<file path="config.mk">
export PLATFORM = sky130hd
export DESIGN_NAME = ubcss_seq_sub
export DESIGN_NICKNAME = d
export VERILOG_FILES = /design/src/rtl/ubcss_pkg.sv /design/src/rtl/ubcss_bsel_blk.sv /design/src/rtl/ubcss_seq_sub.sv
export SDC_FILE = /design/constraint.sdc
export NUM_CORES = 1
export LEC_CHECK = 0
export CAP_MARGIN = 20
export CORE_ASPECT_RATIO = 1.25
export CORE_MARGIN = 5
export CORE_UTILIZATION = 60
export CTS_CLUSTER_SIZE = 14
export DETAILED_ROUTE_END_ITERATION = 8
export PLACE_DENSITY = 0.85
export SLEW_MARGIN = 5
export SYNTH_ARGS = -nofsm -noshare
export SYNTH_HDL_FRONTEND = slang
export SYNTH_SLANG_ARGS = --single-unit
export TNS_END_PERCENT = 1
</file>
<file path="constraint.sdc">
create_clock -name CLK -period 12.62 [get_ports CLK]
set_clock_uncertainty 0.05 [all_clocks]
set_input_delay 2.524 -clock CLK [delete_from_list [all_inputs] [get_ports CLK]]
set_output_delay 2.524 -clock CLK [all_outputs]
set_load 0.005 [all_outputs]
</file>
<file path="src/rtl/ubcss_pkg.sv">
// Shared constants for the sequential borrow-select subtractor: operand width,
// the fixed 9-block partition and the control FSM state type.
package ubcss_pkg;

  localparam int UBCSS_W    = 30;
  localparam int UBCSS_NBLK = 9;
  localparam int UBCSS_MAXW = 7;

  // Low/high bit of each block; widths 1,1,2,3,4,5,6,7,1.
  localparam logic [4:0] UBCSS_BLK_LO [UBCSS_NBLK] =
    '{5'd0, 5'd1, 5'd2, 5'd4, 5'd7, 5'd11, 5'd16, 5'd22, 5'd29};
  localparam logic [4:0] UBCSS_BLK_HI [UBCSS_NBLK] =
    '{5'd0, 5'd1, 5'd3, 5'd6, 5'd10, 5'd15, 5'd21, 5'd28, 5'd29};

  typedef enum logic [1:0] {
    ST_IDLE = 2'd0,
    ST_BUSY = 2'd1,
    ST_DONE = 2'd2
  } ubcss_state_t;

  function automatic logic [2:0] blk_msb(input logic [3:0] blk);
    return 3'(UBCSS_BLK_HI[blk] - UBCSS_BLK_LO[blk]);
  endfunction

endpackage

</file>
<file path="src/rtl/ubcss_bsel_blk.sv">
// Dual-ripple borrow-select block: differences and borrow-outs of one block
// for borrow-in 0 and 1. Bits above msb are forced to zero.
module ubcss_bsel_blk
  import ubcss_pkg::*;
(
  input  logic [UBCSS_MAXW-1:0] x,
  input  logic [UBCSS_MAXW-1:0] y,
  input  logic [2:0]            msb,
  output logic [UBCSS_MAXW-1:0] d0,
  output logic [UBCSS_MAXW-1:0] d1,
  output logic                  b0,
  output logic                  b1
);

  always_comb begin
    logic r0;
    logic r1;
    r0 = 1'b0;
    r1 = 1'b1;
    d0 = '0;
    d1 = '0;
    for (int i = 0; i < UBCSS_MAXW; i++) begin
      if (3'(i) <= msb) begin
        d0[i] = x[i] ^ y[i] ^ r0;
        d1[i] = x[i] ^ y[i] ^ r1;
        r0    = (~x[i] & y[i]) | (~(x[i] ^ y[i]) & r0);
        r1    = (~x[i] & y[i]) | (~(x[i] ^ y[i]) & r1);
      end
    end
    b0 = r0;
    b1 = r1;
  end

endmodule

</file>
<file path="src/rtl/ubcss_seq_sub.sv">
// Sequential 30-bit subtractor resolving BPC borrow-select blocks per cycle.
// Optional signed overflow output enabled by macro UBCSS_OVF_EN.
module ubcss_seq_sub
  import ubcss_pkg::*;
#(
  parameter int BPC = 1
) (
  input  logic               CLK,
  input  logic               RST,
  input  logic               IN_VALID,
  output logic               IN_READY,
  input  logic [UBCSS_W-1:0] X,
  input  logic [UBCSS_W-1:0] Y,
  output logic               OUT_VALID,
  input  logic               OUT_READY,
  output logic [UBCSS_W-1:0] D,
`ifdef UBCSS_OVF_EN
  output logic               BO,
  output logic               OVF
`else
  output logic               BO
`endif
);

  localparam logic [3:0] LAST_IDX = 4'(UBCSS_NBLK - BPC);
  localparam logic [3:0] STEP     = 4'(BPC);

  ubcss_state_t       state;
  logic [UBCSS_W-1:0] x_r;
  logic [UBCSS_W-1:0] y_r;
  logic               borrow_r;
  logic [3:0]         idx_r;

  logic [4:0]            lo_k  [BPC];
  logic [2:0]            msb_k [BPC];
  logic [UBCSS_MAXW-1:0] xs_k  [BPC];
  logic [UBCSS_MAXW-1:0] ys_k  [BPC];
  logic [UBCSS_MAXW-1:0] d0_k  [BPC];
  logic [UBCSS_MAXW-1:0] d1_k  [BPC];
  logic                  b0_k  [BPC];
  logic                  b1_k  [BPC];

  logic [UBCSS_W-1:0] d_next;
  logic               borrow_next;

`ifdef UBCSS_OVF_EN
  function automatic logic ovf_f(input logic xs, input logic ys, input logic ds);
    return (xs != ys) && (ds != xs);
  endfunction
`endif

  // Stage: slice out the BPC blocks addressed by the block index.
  always_comb begin
    logic [3:0] blk;
    for (int k = 0; k < BPC; k++) begin
      blk = idx_r + 4'(k);
      if (blk > 4'(UBCSS_NBLK - 1)) blk = 4'(UBCSS_NBLK - 1);
      lo_k[k]  = UBCSS_BLK_LO[blk];
      msb_k[k] = blk_msb(blk);
      xs_k[k]  = UBCSS_MAXW'(x_r >> lo_k[k]);
      ys_k[k]  = UBCSS_MAXW'(y_r >> lo_k[k]);
    end
  end

  for (genvar k = 0; k < BPC; k++) begin : g_blk
    ubcss_bsel_blk u_blk (
      .x   (xs_k[k]),
      .y   (ys_k[k]),
      .msb (msb_k[k]),
      .d0  (d0_k[k]),
      .d1  (d1_k[k]),
      .b0  (b0_k[k]),
      .b1  (b1_k[k])
    );
  end

  // Stage: borrow selects each block's pre-computed result in order.
  always_comb begin
    logic b;
    b      = borrow_r;
    d_next = D;
    for (int k = 0; k < BPC; k++) begin
      d_next = d_next | (UBCSS_W'(b ? d1_k[k] : d0_k[k]) << lo_k[k]);
      b      = b ? b1_k[k] : b0_k[k];
    end
    borrow_next = b;
  end

  always_ff @(posedge CLK) begin
    if (state == ST_IDLE && IN_VALID) begin
      x_r <= X;
      y_r <= Y;
    end
  end

  always_ff @(posedge CLK or posedge RST) begin
    if (RST) begin
      state     <= ST_IDLE;
      IN_READY  <= 1'b1;
      OUT_VALID <= 1'b0;
      D         <= '0;
      BO        <= 1'b0;
      borrow_r  <= 1'b0;
      idx_r     <= '0;
`ifdef UBCSS_OVF_EN
      OVF       <= 1'b0;
`endif
    end else begin
      case (state)
        ST_IDLE: begin
          if (IN_VALID) begin
            state    <= ST_BUSY;
            IN_READY <= 1'b0;
            D        <= '0;
            BO       <= 1'b0;
            borrow_r <= 1'b0;
            idx_r    <= '0;
`ifdef UBCSS_OVF_EN
            OVF      <= 1'b0;
`endif
          end
        end
        ST_BUSY: begin
          D        <= d_next;
          borrow_r <= borrow_next;
          if (idx_r == LAST_IDX) begin
            state     <= ST_DONE;
            OUT_VALID <= 1'b1;
            BO        <= borrow_next;
`ifdef UBCSS_OVF_EN
            OVF       <= ovf_f(x_r[UBCSS_W-1], y_r[UBCSS_W-1], d_next[UBCSS_W-1]);
`endif
          end else begin
            idx_r <= idx_r + STEP;
          end
        end
        ST_DONE: begin
          if (OUT_READY) begin
            state     <= ST_IDLE;
            OUT_VALID <= 1'b0;
            IN_READY  <= 1'b1;
          end
        end
        default: begin
          state     <= ST_IDLE;
          IN_READY  <= 1'b1;
          OUT_VALID <= 1'b0;
        end
      endcase
    end
  end

endmodule
</file>
* Word level (Yosys, flattened, before mapping)
Memories as Yosys holds them, arrays and structs flattened.
Index checks and enable logic that the tools add are counted.
** Storage, ports and cells
- Memories kept :: 2
- Flip-flop bits (word level) :: 100
- Memory bits (read-only) :: 160
- Output and inout bits :: 33
** Memory list
- (no name shown) :: words 16, width 5, rd ports 1, clocked after memory_dff 0, write ports 0, line ubcss_pkg.sv:22 : return 3'(UBCSS_BLK_HI[blk] - UBCSS_BLK_LO[blk]);
- (no name shown) :: words 16, width 5, rd ports 1, clocked after memory_dff 0, write ports 0, line ubcss_pkg.sv:22
** Cells by class
- Reduce and logical (&&, ||, !) cells :: 9
- $add $sub $neg :: 2
- Shifts and indexed selects :: 3
- Equality and inequality tests :: 7
- Multiplexer cells :: 53
- Order comparisons :: 9
- Bitwise operators :: 69
** Operators by type and width (count)
- 30-bit case mux with 2 select lines :: 1
- 30-bit by 5-bit right shift with 7-bit output :: 2
- 1-bit 2-to-1 mux :: 34
- 30-bit 2-to-1 mux :: 1
- 30-bit OR :: 1
- 7-bit by 5-bit left shift with 30-bit output :: 1
- 1-bit AND :: 19
- 1-bit XOR :: 19
- 1-bit inverter :: 16
- 3-bit AND reduction :: 5
- 1-bit OR :: 13
- 4-bit 2-to-1 mux :: 3
- 5-bit 2-to-1 mux :: 2
- 3-bit less-or-equal comparator (first input constant) :: 3
- 2-bit != test (second input constant) :: 4
- 4-bit case mux with 2 select lines :: 1
- 7-bit 2-to-1 mux :: 1
- 1-bit by 3-bit less-or-equal comparator with 1-bit output (first input constant) :: 2
- 2-bit by 3-bit less-or-equal comparator with 1-bit output (first input constant) :: 2
- 2-bit 2-to-1 mux :: 3
- 3-bit 2-to-1 mux :: 2
- 1-bit case mux with 3 select lines :: 2
- 2-bit case mux with 3 select lines :: 1
- 5-bit greater-or-equal comparator (second input constant) :: 1
- 12 further kinds :: 13

* Logic depth before layout (Yosys ltp)
- Depth in word-level cells :: 32
- Depth in mapped cells :: 27
- Mapped depth without buffers :: 25

* Hierarchy
From an unflattened synthesis, not the netlist that was laid out.
** Unflattened totals
- Cell total of the unflattened synthesis :: 707
- Area total of the unflattened synthesis :: 7418.4 sq um
** By module, submodules not included
- ubcss_seq_sub :: instances 1, area an instance 6628.9 sq um, cells each 612
- ubcss_bsel_blk :: instances 1, area an instance 789.5 sq um, cells each 95

* Least setup slack after synthesis
OpenSTA, ideal clock, no wires.
- Kind :: reg2reg
- Start :: reg idx_r[3]
- End :: reg D[21]
- Buffers on the path :: 5
- Arrival time :: 5.130 ns
- Cell stages (with the launch flop) :: 24
- Slack :: 7.337 ns
- Clock period less this slack :: 5.283 ns
- Cells stage by stage :: dfrtp_1 buf_6 clkbuf_1 nand3_1 a21oi_1 inv_1 ha_1 nor2_1 o21ba_2 buf_2 inv_2 buf_2 buf_1 ha_1 inv_1 fa_1 nand2b_1 or4_1 nand3_2 nand2_1 xnor2_1 o31ai_1 o32ai_4 o41ai_2
** On the way
- Cells in the longest elaborated chain, start to end :: 32
- Elaborated cells on any way between the ends :: 107
- Classes of those cells :: add/sub: 1; order compare: 8; shift: 3; mux: 33; bitwise: 60; memory: 2
** RTL lines
- start: declaration :: line ubcss_seq_sub.sv:32 : logic [3:0] idx_r;
- start signal: assignment :: line ubcss_seq_sub.sv:134 : idx_r <= idx_r + STEP;
- 4-bit > comparator :: line ubcss_seq_sub.sv:57 : if (blk > 4'(UBCSS_NBLK - 1)) blk = 4'(UBCSS_NBLK - 1);
- 4-bit 2-to-1 mux * :: line ubcss_seq_sub.sv:57
- 4-bit inverter with 5-bit output (not written as such) * :: line ubcss_pkg.sv:22, ubcss_seq_sub.sv:58
- memory 16 x 5 bit
- 5-bit 2-to-1 mux (not written as such) (2 in series) :: line ubcss_pkg.sv:22
- 30-bit by 5-bit right shift with 7-bit output (on tied branches) :: line ubcss_seq_sub.sv:60, ubcss_seq_sub.sv:61
- 1-bit inverter or 1-bit XOR (tied branches)
- 1-bit AND or 1-bit inverter (tied branches) :: line ubcss_bsel_blk.sv:26, ubcss_bsel_blk.sv:27
- (+15 left out)
- 1-bit OR :: line ubcss_bsel_blk.sv:27 : r1 = (~x[i] & y[i]) | (~(x[i] ^ y[i]) & r1);
- 1-bit 2-to-1 mux :: line ubcss_bsel_blk.sv:23 : if (3'(i) <= msb) begin
- 1-bit XOR :: line ubcss_bsel_blk.sv:25 : d1[i] = x[i] ^ y[i] ^ r1;
- 1-bit 2-to-1 mux :: line ubcss_bsel_blk.sv:23
- 7-bit 2-to-1 mux :: line ubcss_seq_sub.sv:83 : d_next = d_next | (UBCSS_W'(b ? d1_k[k] : d0_k[k]) << lo_k[k]);
- 7-bit by 5-bit left shift with 30-bit output * :: line ubcss_seq_sub.sv:83
- 30-bit OR * :: line ubcss_seq_sub.sv:83
- 30-bit case mux with 2 select lines * :: line ubcss_seq_sub.sv:109 : case (state)
- end signal: assignment :: line ubcss_seq_sub.sv:124 : D <= d_next;
- end: declaration :: line ubcss_seq_sub.sv:16 : output logic [UBCSS_W-1:0] D,
Mark *: on every way between the ends. The rest lies on a longest branch, timed or not. The select of a mux whose other input is x is not followed.
A chain may end at the register's enable or synchronous reset.

* Worst setup path after layout
- Start :: reg idx_r[3]
- End :: reg D[27]
Same word-level chain as after synthesis.

==> results.txt <==
The worst hold slack after final layout is 441 ps. The Yosys step of the flow raised 0 warnings. The run gives 3 as the maximum level of the CTS H-tree. In the final design database the tool counted 858 nets. After detailed placement, the design holds a cell count of 899. The tree is rooted in a sky130_fd_sc_hd__clkbuf_16.

The flow ran to the end, and the final reports show no timing, DRC or antenna violations. Compared with the post-synthesis result, the final layout area differs by 19.3%. The number of detailed-routing iterations run before antenna repair is 5.

Area of the die: 13700 µm². Row generation in the floorplan step produced 43 rows. The HPWL after detailed placement was 13400 µm; the clock input transition at the sequential cells of the worst setup and hold paths was 80 ps. The number of buffers and inverters on the critical path is 2. The launch point of the worst reg-to-reg path was idx_r[3]. The maximum root-to-sink buffer count is 2, and the final global-route overflow total is 0. Setup violations remaining at the end of the flow were counted as 0. Entering global routing, the biggest net connects 63 pins.

The run gives 350 ps as the insertion delay of the later-clocked pin in the worst-skew pair. The most frequent standard cell in the layout excluding fill and tap cells was sky130_fd_sc_hd__nand2_1. Post-placement worst setup slack: 6040 ps.

The height of the die came out at 130 µm. For the pin with the worst max-slew slack, the measured transition is 1150 ps. Hold path startpoint: D[1].

The start point of the critical path is idx_r[3]. The initial antenna violation count was 0. The run gives 0 as the buffers inserted during post-CTS setup optimization.

Largest incremental delay on the critical path: 770 ps. STA puts the critical path data required time at 12770 ps. For the number of max-capacitance violations reported, the log shows 0.

For this block, the routed nets add up to 18700 µm of wire. Static timing analysis puts the maximum clock frequency at 146 MHz. Sequential cells were found to cover 40.8% of the synthesized design area. The number of fill cells in the layout is 823, and the arrival time at the worst endpoint is 6980 ps. Setup repair after global routing left no endpoint under its margin. The critical path goes through nand3_1 > a21oi_1 > ha_1 > nor2_1 > a211oi_4 > buf_4 > buf_4 > mux2i_1 > mux2i_1 > nand2_1 > and3_1 > a31oi_1 > mux2_2 > ha_1 > mux2i_1 > o31ai_4 > a211o_4 > a21oi_2 > o31ai_1 > o22ai_1 > o221ai_1. The share of the cycle needed by the critical path after routing is 54.2%.

The number of gates resized after CTS was 0. The placer's final routability congestion estimate was 0.938; the initial cell density of the core was 61.6%. The remaining number of nets flagged by the antenna check after routing was 0; the final total negative setup slack was 0 ps.

The worst setup path is of the reg2reg kind. Shortest period the worst path allows: 6830 ps. The port buffer count is 96, and the footprint of the flip-flops and latches is 2800 µm². The synthesized net count is 788, and the die span in x is 106 µm.

Number of clock sinks: 100. The tools report the number of I/O pins as 97. Summing all multi-input logic gate instances after layout gives 3800 µm². The kind of capture point of the worst setup path is a register. The synthesized netlist contains 84 unique library cells. The cell that appears most often on the critical path is sky130_fd_sc_hd__mux2i_1. After technology mapping, the gate count stands at 706. The count of state elements after synthesis is 100.

The run gives 6119 as the number of global-route vias before repair. Wire length of the first global-routing pass: 30400 µm. The logs give 0 for the count of final max-slew check failures and 6860 µm² for the post-synth design cell area. The proportion of register bits with asynchronous set or reset after synthesis was 40.0%; the final number of hold-violating endpoints was 0. The worst setup path is launched from a register. Among all flip-flop cells after synthesis, the most frequent one is sky130_fd_sc_hd__edfxtp_1. In this run, CTS created clock tree buffers numbering 9. The number of antenna diodes in the final layout is 0. The detailed router placed 6030 vias in this run. On the critical path the largest part of the delay comes from compound AO/OA/AOI/OAI gates. For the count of placed standard cells in the final layout, fillers left out, the log shows 916. In this run the worst hold path is classified as reg2reg.

The overall fraction of global-route tracks in use was 27.7%. Measured against its own limit, the worst slew margin works out to 23.0%. In this run the worst path has a maximum fanout of 40. The mean number of vias per cell came out at 6.58. TritonCTS built the clock tree. The core region is 11100 µm². Highest-delay cell along the critical path: sky130_fd_sc_hd__dfrtp_1.

The final setup slack of the worst path came out at 5790 ps. In the final layout, the share of cells above drive strength 1 is 9.48%. For this design, the CTS-stage hold fixing added 0 buffers. For the DRC violation count after routing, the log shows 0. The synthesized design contains 60 enable-type register cells. The detail-routed net length per standard cell came out at 20.5 µm.

In this run, the number of DRC markers left after iteration 0 of detailed routing was 423. Each instance of the synthesized netlist takes up on average 9.72 µm². The library cells used most frequently in the layout, excluding fill and tap cells, are sky130_fd_sc_hd__nand2_1 (120), sky130_fd_sc_hd__clkdlybuf4s50_1 (96), sky130_fd_sc_hd__mux2i_1 (81).
worst min-delay path, stage by stage (launching register included):
cell and delay [ps]:
sky130_fd_sc_hd__dfrtp_1 350, sky130_fd_sc_hd__nand2_1 50, sky130_fd_sc_hd__o21ai_0 60
path summary, 6_finish.rpt:
| path | end | slack (ps) | cells past startpoint |
|---|---|---|---|
| min reg2reg | D[1] | 440 | 2 |
| max reg2reg | D[27] | 5790 | 21 |
| min in group asynchronous | D[3] | 2550 | 3 |
| max in group asynchronous | IN_READY | 9600 | 3 |
| max | D[27] | 5790 | 21 |
| min | D[1] | 440 | 2 |
logic make-up after synthesis:
family / share of synthesized area [%]
flops: 40.8
fa+ha+maj: 3.39
simple gates: 17.4
compound gates: 17.9
buf+inv: 4.06
mux: 14.6
xor+xnor: 1.77
state kept, by name, summed over array words and instances (netlist names):
name,flops
idx_r,4
OUT_VALID,1
IN_READY,1
y_r,30
D,30
borrow_r,1
x_r,30
state,2
BO,1
cells in the mapped netlist (6+ instances only):
library cell	number	share of area (%)
sky130_fd_sc_hd__a21oi_1	23	1.7
sky130_fd_sc_hd__a22oi_1	6	0.66
sky130_fd_sc_hd__a31oi_1	7	0.64
sky130_fd_sc_hd__buf_1	10	0.55
sky130_fd_sc_hd__buf_2	13	0.95
sky130_fd_sc_hd__clkbuf_1	22	1.2
sky130_fd_sc_hd__dfrtp_1	39	14
sky130_fd_sc_hd__edfxtp_1	60	26
sky130_fd_sc_hd__ha_1	17	3.1
sky130_fd_sc_hd__inv_1	12	0.66
sky130_fd_sc_hd__mux2i_1	81	12
sky130_fd_sc_hd__mux4_2	6	2.0
sky130_fd_sc_hd__nand2_1	120	6.6
sky130_fd_sc_hd__nand2b_1	6	0.55
sky130_fd_sc_hd__nand3_1	53	3.9
sky130_fd_sc_hd__nor2_1	37	2.0
sky130_fd_sc_hd__nor3_1	14	1.0
sky130_fd_sc_hd__o211ai_1	10	1.1
sky130_fd_sc_hd__o21ai_0	27	2.0
sky130_fd_sc_hd__o21ai_1	18	1.3
sky130_fd_sc_hd__xnor2_1	7	0.89
final cells by class:
cell class	count	area share [%]
well taps	135	2.06
flip-flops and latches	100	34.2
multi-input cells	542	46.4
repair buffers	108	13.0
clock buffers	11	3.09
inverters	15	0.688
clock inverters	5	0.520
per-stage QoR:
stage	utilization (%)	area (µm²)
CTS	73.3	8170
finish	73.5	8190
floorplan	-	6860
global placement	70.7	7870
detailed placement	70.7	7870
global route	73.5	8190
layer usage:
metal,global-route usage [%],up-vias,wire (µm)
li1,-,2767,-
met1,31.5,2872,6860
met2,48.9,308,9560
met3,4.88,83,1330
met4,16.5,0,1000
met5,0,-,0
Power is not shown: default switching activity piles up to over one toggle a cycle in this logic, so the estimate is an artifact.
